### src/rtl/poc_fetch_unit_if.sv
// Fetch-unit control/data bundle between the control unit and the fetch datapath.
// Latency: none, wires only.
// Backpressure: none; strobes are level-sensitive micro-operations.
interface poc_fetch_unit_if #(
    parameter int ADDR_W = 9,
    parameter int WORD_W = 9
);
    logic                  pc_write;
    logic                  pc_inc;
    logic [ADDR_W-1:0]     pc_din;
    logic [ADDR_W-1:0]     pc_dout;
    logic                  iar_write;
    logic                  iar_inc;
    logic [ADDR_W-1:0]     iar_dout;
    logic [WORD_W-1:0]     imem_din;
    logic                  idr_write;
    logic [2*WORD_W-1:0]   idr_dout1;
    logic [WORD_W-1:0]     idr_dout2;

    // Control unit / instruction RAM side
    modport master (
        output pc_write, pc_inc, pc_din,
        output iar_write, iar_inc,
        output imem_din, idr_write,
        input  pc_dout, iar_dout, idr_dout1, idr_dout2
    );

    // Fetch datapath side
    modport slave (
        input  pc_write, pc_inc, pc_din,
        input  iar_write, iar_inc,
        input  imem_din, idr_write,
        output pc_dout, iar_dout, idr_dout1, idr_dout2
    );
endinterface

### src/rtl/poc_fetch_unit.sv
// POC instruction fetch: PC -> IAR -> instruction RAM -> 3-word IDR shift register.
// Latency: one cycle from strobe to visible register output; outputs are pure flops.
// Backpressure: none; every strobe acts on each edge it is held high.
module poc_fetch_unit #(
    parameter int                ADDR_W   = 9,
    parameter int                WORD_W   = 9,
    parameter logic [ADDR_W-1:0] PC_RESET = '0
) (
    input  logic             clk,
    input  logic             rst_n,
    poc_fetch_unit_if.slave  bus
);

    logic [ADDR_W-1:0] r_pc;
    logic [ADDR_W-1:0] r_iar;
    logic [WORD_W-1:0] r_idr_w0;
    logic [WORD_W-1:0] r_idr_w1;
    logic [WORD_W-1:0] r_idr_w2;

    logic [ADDR_W-1:0] w_pc_nxt;
    logic [ADDR_W-1:0] w_iar_nxt;

    // Next PC: a load (branch target) wins over sequential increment
    always_comb begin
        w_pc_nxt = r_pc;
        if (bus.pc_write == 1'b1) begin
            w_pc_nxt = bus.pc_din;
        end else if (bus.pc_inc == 1'b1) begin
            w_pc_nxt = r_pc + ADDR_W'(1);
        end
    end

    // Next IAR: copies the pre-edge PC so iar_write can share a cycle with pc_inc
    always_comb begin
        w_iar_nxt = r_iar;
        if (bus.iar_write == 1'b1) begin
            w_iar_nxt = r_pc;
        end else if (bus.iar_inc == 1'b1) begin
            w_iar_nxt = r_iar + ADDR_W'(1);
        end
    end

    // PC register
    always_ff @(posedge clk or negedge rst_n) begin
        if (!rst_n) begin
            r_pc <= PC_RESET;
        end else begin
            r_pc <= w_pc_nxt;
        end
    end

    // IAR register; its value addresses the instruction RAM directly
    always_ff @(posedge clk or negedge rst_n) begin
        if (!rst_n) begin
            r_iar <= '0;
        end else begin
            r_iar <= w_iar_nxt;
        end
    end

    // IDR: shift in the word read at the pre-edge IAR, keeping the two older words
    always_ff @(posedge clk or negedge rst_n) begin
        if (!rst_n) begin
            r_idr_w0 <= '0;
            r_idr_w1 <= '0;
            r_idr_w2 <= '0;
        end else if (bus.idr_write == 1'b1) begin
            r_idr_w2 <= r_idr_w1;
            r_idr_w1 <= r_idr_w0;
            r_idr_w0 <= bus.imem_din;
        end
    end

    assign bus.pc_dout   = r_pc;
    assign bus.iar_dout  = r_iar;
    assign bus.idr_dout1 = {r_idr_w2, r_idr_w1};
    assign bus.idr_dout2 = r_idr_w0;

endmodule

### src/flat_wrapper.sv
// flat-port wrapper written by rule: the top's interface ports become plain ports
module poc_fetch_unit_flat 
#(
    parameter int                ADDR_W   = 9,
    parameter int                WORD_W   = 9,
    parameter logic [ADDR_W-1:0] PC_RESET = '0
)
  (clk, rst_n, bus_pc_write, bus_pc_inc, bus_pc_din, bus_iar_write, bus_iar_inc, bus_imem_din, bus_idr_write, bus_pc_dout, bus_iar_dout, bus_idr_dout1, bus_idr_dout2);
  poc_fetch_unit_if #(.ADDR_W(ADDR_W), .WORD_W(WORD_W)) bus_i ();
  input  logic clk;
  input  logic rst_n;
  input wire logic [$bits(bus_i.pc_write)-1:0] bus_pc_write;
  input wire logic [$bits(bus_i.pc_inc)-1:0] bus_pc_inc;
  input wire logic [$bits(bus_i.pc_din)-1:0] bus_pc_din;
  input wire logic [$bits(bus_i.iar_write)-1:0] bus_iar_write;
  input wire logic [$bits(bus_i.iar_inc)-1:0] bus_iar_inc;
  input wire logic [$bits(bus_i.imem_din)-1:0] bus_imem_din;
  input wire logic [$bits(bus_i.idr_write)-1:0] bus_idr_write;
  output wire logic [$bits(bus_i.pc_dout)-1:0] bus_pc_dout;
  output wire logic [$bits(bus_i.iar_dout)-1:0] bus_iar_dout;
  output wire logic [$bits(bus_i.idr_dout1)-1:0] bus_idr_dout1;
  output wire logic [$bits(bus_i.idr_dout2)-1:0] bus_idr_dout2;
  assign bus_i.pc_write = bus_pc_write;
  assign bus_i.pc_inc = bus_pc_inc;
  assign bus_i.pc_din = bus_pc_din;
  assign bus_i.iar_write = bus_iar_write;
  assign bus_i.iar_inc = bus_iar_inc;
  assign bus_i.imem_din = bus_imem_din;
  assign bus_i.idr_write = bus_idr_write;
  assign bus_pc_dout = bus_i.pc_dout;
  assign bus_iar_dout = bus_i.iar_dout;
  assign bus_idr_dout1 = bus_i.idr_dout1;
  assign bus_idr_dout2 = bus_i.idr_dout2;
  poc_fetch_unit #(.ADDR_W(ADDR_W), .WORD_W(WORD_W), .PC_RESET(PC_RESET)) u_core (.clk(clk), .rst_n(rst_n), .bus(bus_i));
endmodule
### config.mk
export PLATFORM = sky130hd
export DESIGN_NAME = poc_fetch_unit_flat
export DESIGN_NICKNAME = d
export VERILOG_FILES = /design/src/rtl/poc_fetch_unit_if.sv /design/src/rtl/poc_fetch_unit.sv /design/src/flat_wrapper.sv
export SDC_FILE = /design/constraint.sdc
export NUM_CORES = 1
export LEC_CHECK = 0
export ABC_CLOCK_PERIOD_IN_PS = 1800
export CAP_MARGIN = 30
export CORE_MARGIN = 1.5
export CORE_UTILIZATION = 45
export CTS_BUF_LIST = sky130_fd_sc_hd__clkbuf_8
export DETAILED_ROUTE_END_ITERATION = 10
export HOLD_SLACK_MARGIN = 0.03
export PLACE_DENSITY = 0.8
export SETUP_SLACK_MARGIN = 0.02
export SLEW_MARGIN = 15
export SYNTH_ARGS = -nofsm -noshare
export SYNTH_HDL_FRONTEND = slang
export SYNTH_SLANG_ARGS = --single-unit
### constraint.sdc
create_clock -name clk -period 1.8 [get_ports clk]
set_clock_uncertainty 0.1 [all_clocks]
set_input_delay 0.36 -clock clk [delete_from_list [all_inputs] [get_ports clk]]
set_output_delay 0.36 -clock clk [all_outputs]
set_load 0.02 [all_outputs]
# Word-level counts from Yosys, hierarchy flattened
# Index checks and enable logic that the tools add are counted.
dict set report op_classes {
  add_sub_neg 2
  n_reduce_logical 2
  div_mod_pow 0
  multipliers 0
  order_cmp 0
  mux 4
  shift 0
  n_bitwise 0
  eq_ne 0
}
# cell n
set ops {}
lappend ops {{two-way mux 9 bit} 4}
lappend ops {{adder 9 x 1 -> 9 bit, second input constant} 2}
lappend ops {{nonzero test 2 bit} 2}
dict set report totals {
  out_inout_bits 45
  ff_bits 45
  latchBits 0
  mem_bits_ro 0
  n_memories 0
  ramBits 0
  input_bits 25
  wordCells 13
}

# Logic depth before layout (Yosys ltp)
# Gate-level depths: netlist of run 1.
dict set report logic_depth {
  depth_word 3
  mapped_depth 4
  mapped_depth_nobuf 4
}

# Worst setup path after synthesis of run 1
# OpenSTA, ideal clock, no wires.
dict set report synth_timing {
  path_type {register to register}
  startpoint {register u_core.r_iar[0] (netlist: u_core.bus.iar_dout[0])}
  endpoint {register u_core.r_iar[6] (netlist: u_core.bus.iar_dout[6])}
  setup_slack_ps 272
  t_required_ps 1631
  period_less_slack_ps 1528
  setup_ps 69
  arrival_time_ps 1359
  stages_incl_launch_ff 5
  n_path_buf 0
  path_cell_list {dfrtp_1 ha_1 nand3_1 or4_1 nand3_1}
}
dict set report synth_via {
  elab_chain_len 3
}
# item line
set synth_lines {}
lappend synth_lines {{start, declared} poc_fetch_unit.sv:15} ;# logic [ADDR_W-1:0] r_iar;
lappend synth_lines {{start signal, assigned} poc_fetch_unit.sv:57} ;# r_iar <= w_iar_nxt;
lappend synth_lines {{adder 9 x 1 -> 9 bit} poc_fetch_unit.sv:39} ;# w_iar_nxt = r_iar + ADDR_W'(1);
lappend synth_lines {{two-way mux 9 bit} poc_fetch_unit.sv:38} ;# end else if (bus.iar_inc == 1'b1) begin
lappend synth_lines {{two-way mux 9 bit} poc_fetch_unit.sv:36} ;# if (bus.iar_write == 1'b1) begin
# Every way passes these cells. The select of a mux whose other input is x is not followed.
# A chain may end at the register's enable or synchronous reset.

# Worst setup path after layout of run 1
dict set report layout_timing {
  startpoint {register u_core.r_pc[2] (netlist: u_core.bus.pc_dout[2])}
  endpoint {output bus_pc_dout[2]}
}
# item line
set layout_lines {}
lappend layout_lines {{start, declared} poc_fetch_unit.sv:14} ;# logic [ADDR_W-1:0] r_pc;
lappend layout_lines {{start signal, assigned} poc_fetch_unit.sv:48} ;# r_pc <= w_pc_nxt;
lappend layout_lines {{end, declared} flat_wrapper.sv:19} ;# output wire logic [$bits(bus_i.pc_dout)-1:0] bus_pc_dout;
# No word-level cell between the ends.

==> tab_implementation.tex, run 1 <==
\begin{tabular}{lr}
\hline
Metric & Value \\
\hline
\multicolumn{2}{l}{\textbf{Floorplan}} \\
Number of standard-cell rows in the floorplan & 24 \\
Number of primary I/O pins & 70 \\
Core Footprint & 4324 um\^{}2 \\
Die span in x & 69.72 um \\
Initial cell density of the core & 46.33\% \\
Area enclosed by the die boundary & 4861 um\^{}2 \\
Floorplan die height & 69.72 um \\
\multicolumn{2}{l}{\textbf{Critical path}} \\
Cell type group with the largest total delay on the critical path & buffers and inverters \\
Delay contributed by the slowest stage of the critical path & 0.61 ns \\
Critical-path cell with the highest stage delay & sky130\_fd\_sc\_hd\_\_clkdlybuf4s50\_1 \\
Worst reg-to-reg setup slack & 0.31 ns \\
Worst setup EP type & output port \\
Cells traversed along the worst timing path & clkdlybuf4s50\_1 \\
Data required time of the worst path & 1.34 ns \\
Buf/Inv on CP & 1 \\
Path type of the worst setup path & reg -> out \\
Worst path arrival time & 1.27 ns \\
Biggest fanout along the worst timing path & 2 \\
Crit path launch type & flop \\
\multicolumn{2}{l}{\textbf{Global route}} \\
First-pass GRT wire length & 7465 um \\
Overflow left after global routing & 0 \\
Number of global-route vias before repair & 1575 \\
Initial antenna violation count & 0 \\
Global routing met2 resource utilization & 33.44\% \\
Global routing met3 resource utilization & 4.797\% \\
Largest net degree at the start of global routing & 46 \\
Total GRT Usage & 19.77\% \\
Most congested layer reported by global routing & met2 \\
Routing usage on met1 & 24.31\% \\
\multicolumn{2}{l}{\textbf{Clocking}} \\
Clock latency on the worst-skew pair & 0.29 ns \\
Number of buffers inserted by post-CTS setup repair & 0 \\
CTS sink count & 45 \\
TritonCTS clock tree & done \\
Clk slew on worst S/H paths & 0.08 ns \\
Clock tree buffer depth & 2 \\
Clock root buffer & sky130\_fd\_sc\_hd\_\_clkbuf\_8 \\
Num CTS Buffers & 5 \\
H-tree Lvls & 2 \\
\multicolumn{2}{l}{\textbf{Layout}} \\
Area added between synthesis and finish & 47.03\% \\
Top library cells by usage in the layout, fill and taps aside & 45 x sky130\_fd\_sc\_hd\_\_dfrtp\_1, 40 x sky130\_fd\_sc\_hd\_\_clkdlybuf4s50\_1, 27 x sky130\_fd\_sc\_hd\_\_mux2\_2, 22 x sky130\_fd\_sc\_hd\_\_nand2\_1, 18 x sky130\_fd\_sc\_hd\_\_o21ai\_0 \\
Fin cells & 302 \\
Layout cells sized above 1 & 20.00\% \\
Most common library cell in the layout ignoring fill and taps & sky130\_fd\_sc\_hd\_\_dfrtp\_1 \\
Final \#Nets & 277 \\
Finished layout cell area & 2945 um\^{}2 \\
Diodes inserted & 0 \\
\multicolumn{2}{l}{\textbf{Synth}} \\
Fraction of the yosys area taken by sequential cells & 56.21\% \\
Synthesized area divided by synthesized cell count & 11.85 um\^{}2 \\
Synth Register Bits & 45 \\
Cell area after synthesis & 2003 um\^{}2 \\
Warnings from Yosys & 0 \\
Count of mapped cells out of synthesis & 169 \\
Unique cell type count in the Yosys netlist & 17 \\
Synthesized Nets & 196 \\
\multicolumn{2}{l}{\textbf{Placed design}} \\
Number of port buffers & 69 \\
Area post-placement & 2824 um\^{}2 \\
GPL Wtd Cong & 0.8055 \\
Detailed placer's ending HPWL & 3131 um \\
Inst Count DP & 294 \\
\multicolumn{2}{l}{\textbf{STA}} \\
Slew at the pin closest to its max-slew limit & 0.2572 ns \\
Unrepaired setup endpoints after global routing & false \\
Count of final hold-check violations & 0 \\
Tightest slew margin relative to the limit & 82.82\% \\
Setup Total Neg Slack & 0 ns \\
Final-layout worst hold slack & 0.4102 ns \\
Max-slew violation count & 0 \\
Period utilisation layout & 96.34\% \\
Post-layout minimum cycle time & 1.734 ns \\
Number of failing setup endpoints in the final timing report & 0 \\
Upper clock frequency limit & 0.5766 GHz \\
\multicolumn{2}{l}{\textbf{Power and ir drop}} \\
Overall power consumption & 2686 uW \\
Power per Cell Area & 912.0 nW/um\^{}2 \\
Cell leakage power & 0.001383 uW \\
Maximum resistive drop on vdd & 643.8 uV \\
\multicolumn{2}{l}{\textbf{Routing}} \\
Routed via count & 1551 \\
First-pass DRT Iterations & 4 \\
Wire length per cell after detailed routing & 14.55 um \\
Number of routed nets with antenna violations & 0 \\
Routed via count divided by cell count & 5.136 \\
Remaining DRCs & 0 \\
Initial DRC count & 71 \\
Final Routed Wirelength & 4394 um \\
\multicolumn{2}{l}{\textbf{Worst hold path}} \\
Worst min path class & reg -> reg \\
\multicolumn{2}{l}{\textbf{Run}} \\
Number of max-capacitance violations reported & 0 \\
\multicolumn{2}{l}{\textbf{Status}} \\
Outcome & finished, final reports clean \\
\hline
\end{tabular}
-- state kept, by name, summed over array words and instances (netlist names) --
name and flops:
u_core.r_idr_w1 9, u_core.bus.idr_dout2 9, u_core.bus.pc_dout 9, u_core.bus.iar_dout 9
u_core.r_idr_w2 9
-- Yosys cell counts, drive strengths merged --
cell,instances,area [um^2]
o21ai,18,90.09
nand3,12,60.06
mux2,27,304.0
xnor2,2,17.52
nor2b,8,50.05
dfrtp,45,1126
nand2,22,82.58
or4,8,60.06
xor2,6,52.55
mux2i,2,20.02
buf,6,41.28
nand4,8,62.56
ha,2,25.02
clkbuf,3,11.26
-- cell type report --
class / count / area, um^2
sequential: 45 / 1126
timing repair buffer: 83 / 839.6
tap: 52 / 65.06
fill: 363 / 1379
multi-input combinational: 115 / 824.5
clock buffer: 6 / 82.58
clock inverter: 1 / 7.507
-- report_power, final --
part	total (uW)	internal [uW]	switching [uW]
Clock	623	303	320
Combinational	787	404	383
Sequential	1280	1150	124
-- kinds of logic (layout without fill, tap and decap cells) --
kind of cell,Yosys count,after routing,synth area share (%)
compound gates,18,18,4.497
xor+xnor,8,8,3.498
fa+ha+maj,2,2,1.249
buf+inv,9,90,2.623
flops,45,45,56.21
mux,29,29,16.18
simple gates,58,58,15.74
-- per-layer routing --
metal | vias to the layer above | part of all wire [%]
li1 | 764 | -
met1 | 746 | 43
met2 | 39 | 52
met3 | 2 | 3.7
met4 | 0 | 1.0
met5 | - | 0
-- what timing repair did --
action	in CTS	in global routing
gates resized for setup	13	15
endpoints found under the setup margin	13	15
gates cloned	0	0
hold endpoints to repair	45	0
hold buffers	1	0
pin swaps	0	0
-- metrics by stage --
step	util, %	setup slack (ns)
global route	68.11	0.02116
detailed placement	65.31	-0.06101
CTS	67.25	0.02231
global placement	65.31	-0.04580
floorplan	-	0.2720
finish	68.11	0.06582
-- path summary, 6_finish.rpt --
path	start	to	cells after the start
max	u_core.bus.pc_dout[2]	bus_pc_dout[2]	1
min	u_core.r_idr_w2[4]	u_core.r_idr_w2[4]	1
max reg2reg	u_core.bus.pc_dout[0]	u_core.bus.pc_dout[8]	4
min reg2reg	u_core.r_idr_w2[4]	u_core.r_idr_w2[4]	1
max in group asynchronous	rst_n	u_core.bus.pc_dout[0]	3
min in group asynchronous	rst_n	u_core.bus.iar_dout[6]	3
(Power assumes the default switching activity.)
==> run 2, diff against run 1 <==
--- a/config.mk
+++ b/config.mk
@@ -14,7 +14,8 @@
 export HOLD_SLACK_MARGIN = 0.03
 export PLACE_DENSITY = 0.8
 export SETUP_SLACK_MARGIN = 0.02
-export SLEW_MARGIN = 15
+export SKIP_LAST_GASP = 1
+export SLEW_MARGIN = 0
 export SYNTH_ARGS = -nofsm -noshare
 export SYNTH_HDL_FRONTEND = slang
 export SYNTH_SLANG_ARGS = --single-unit
==> results of run 2 <==
Same layout as run 1: the final DEF is identical, and so are final timing and power.
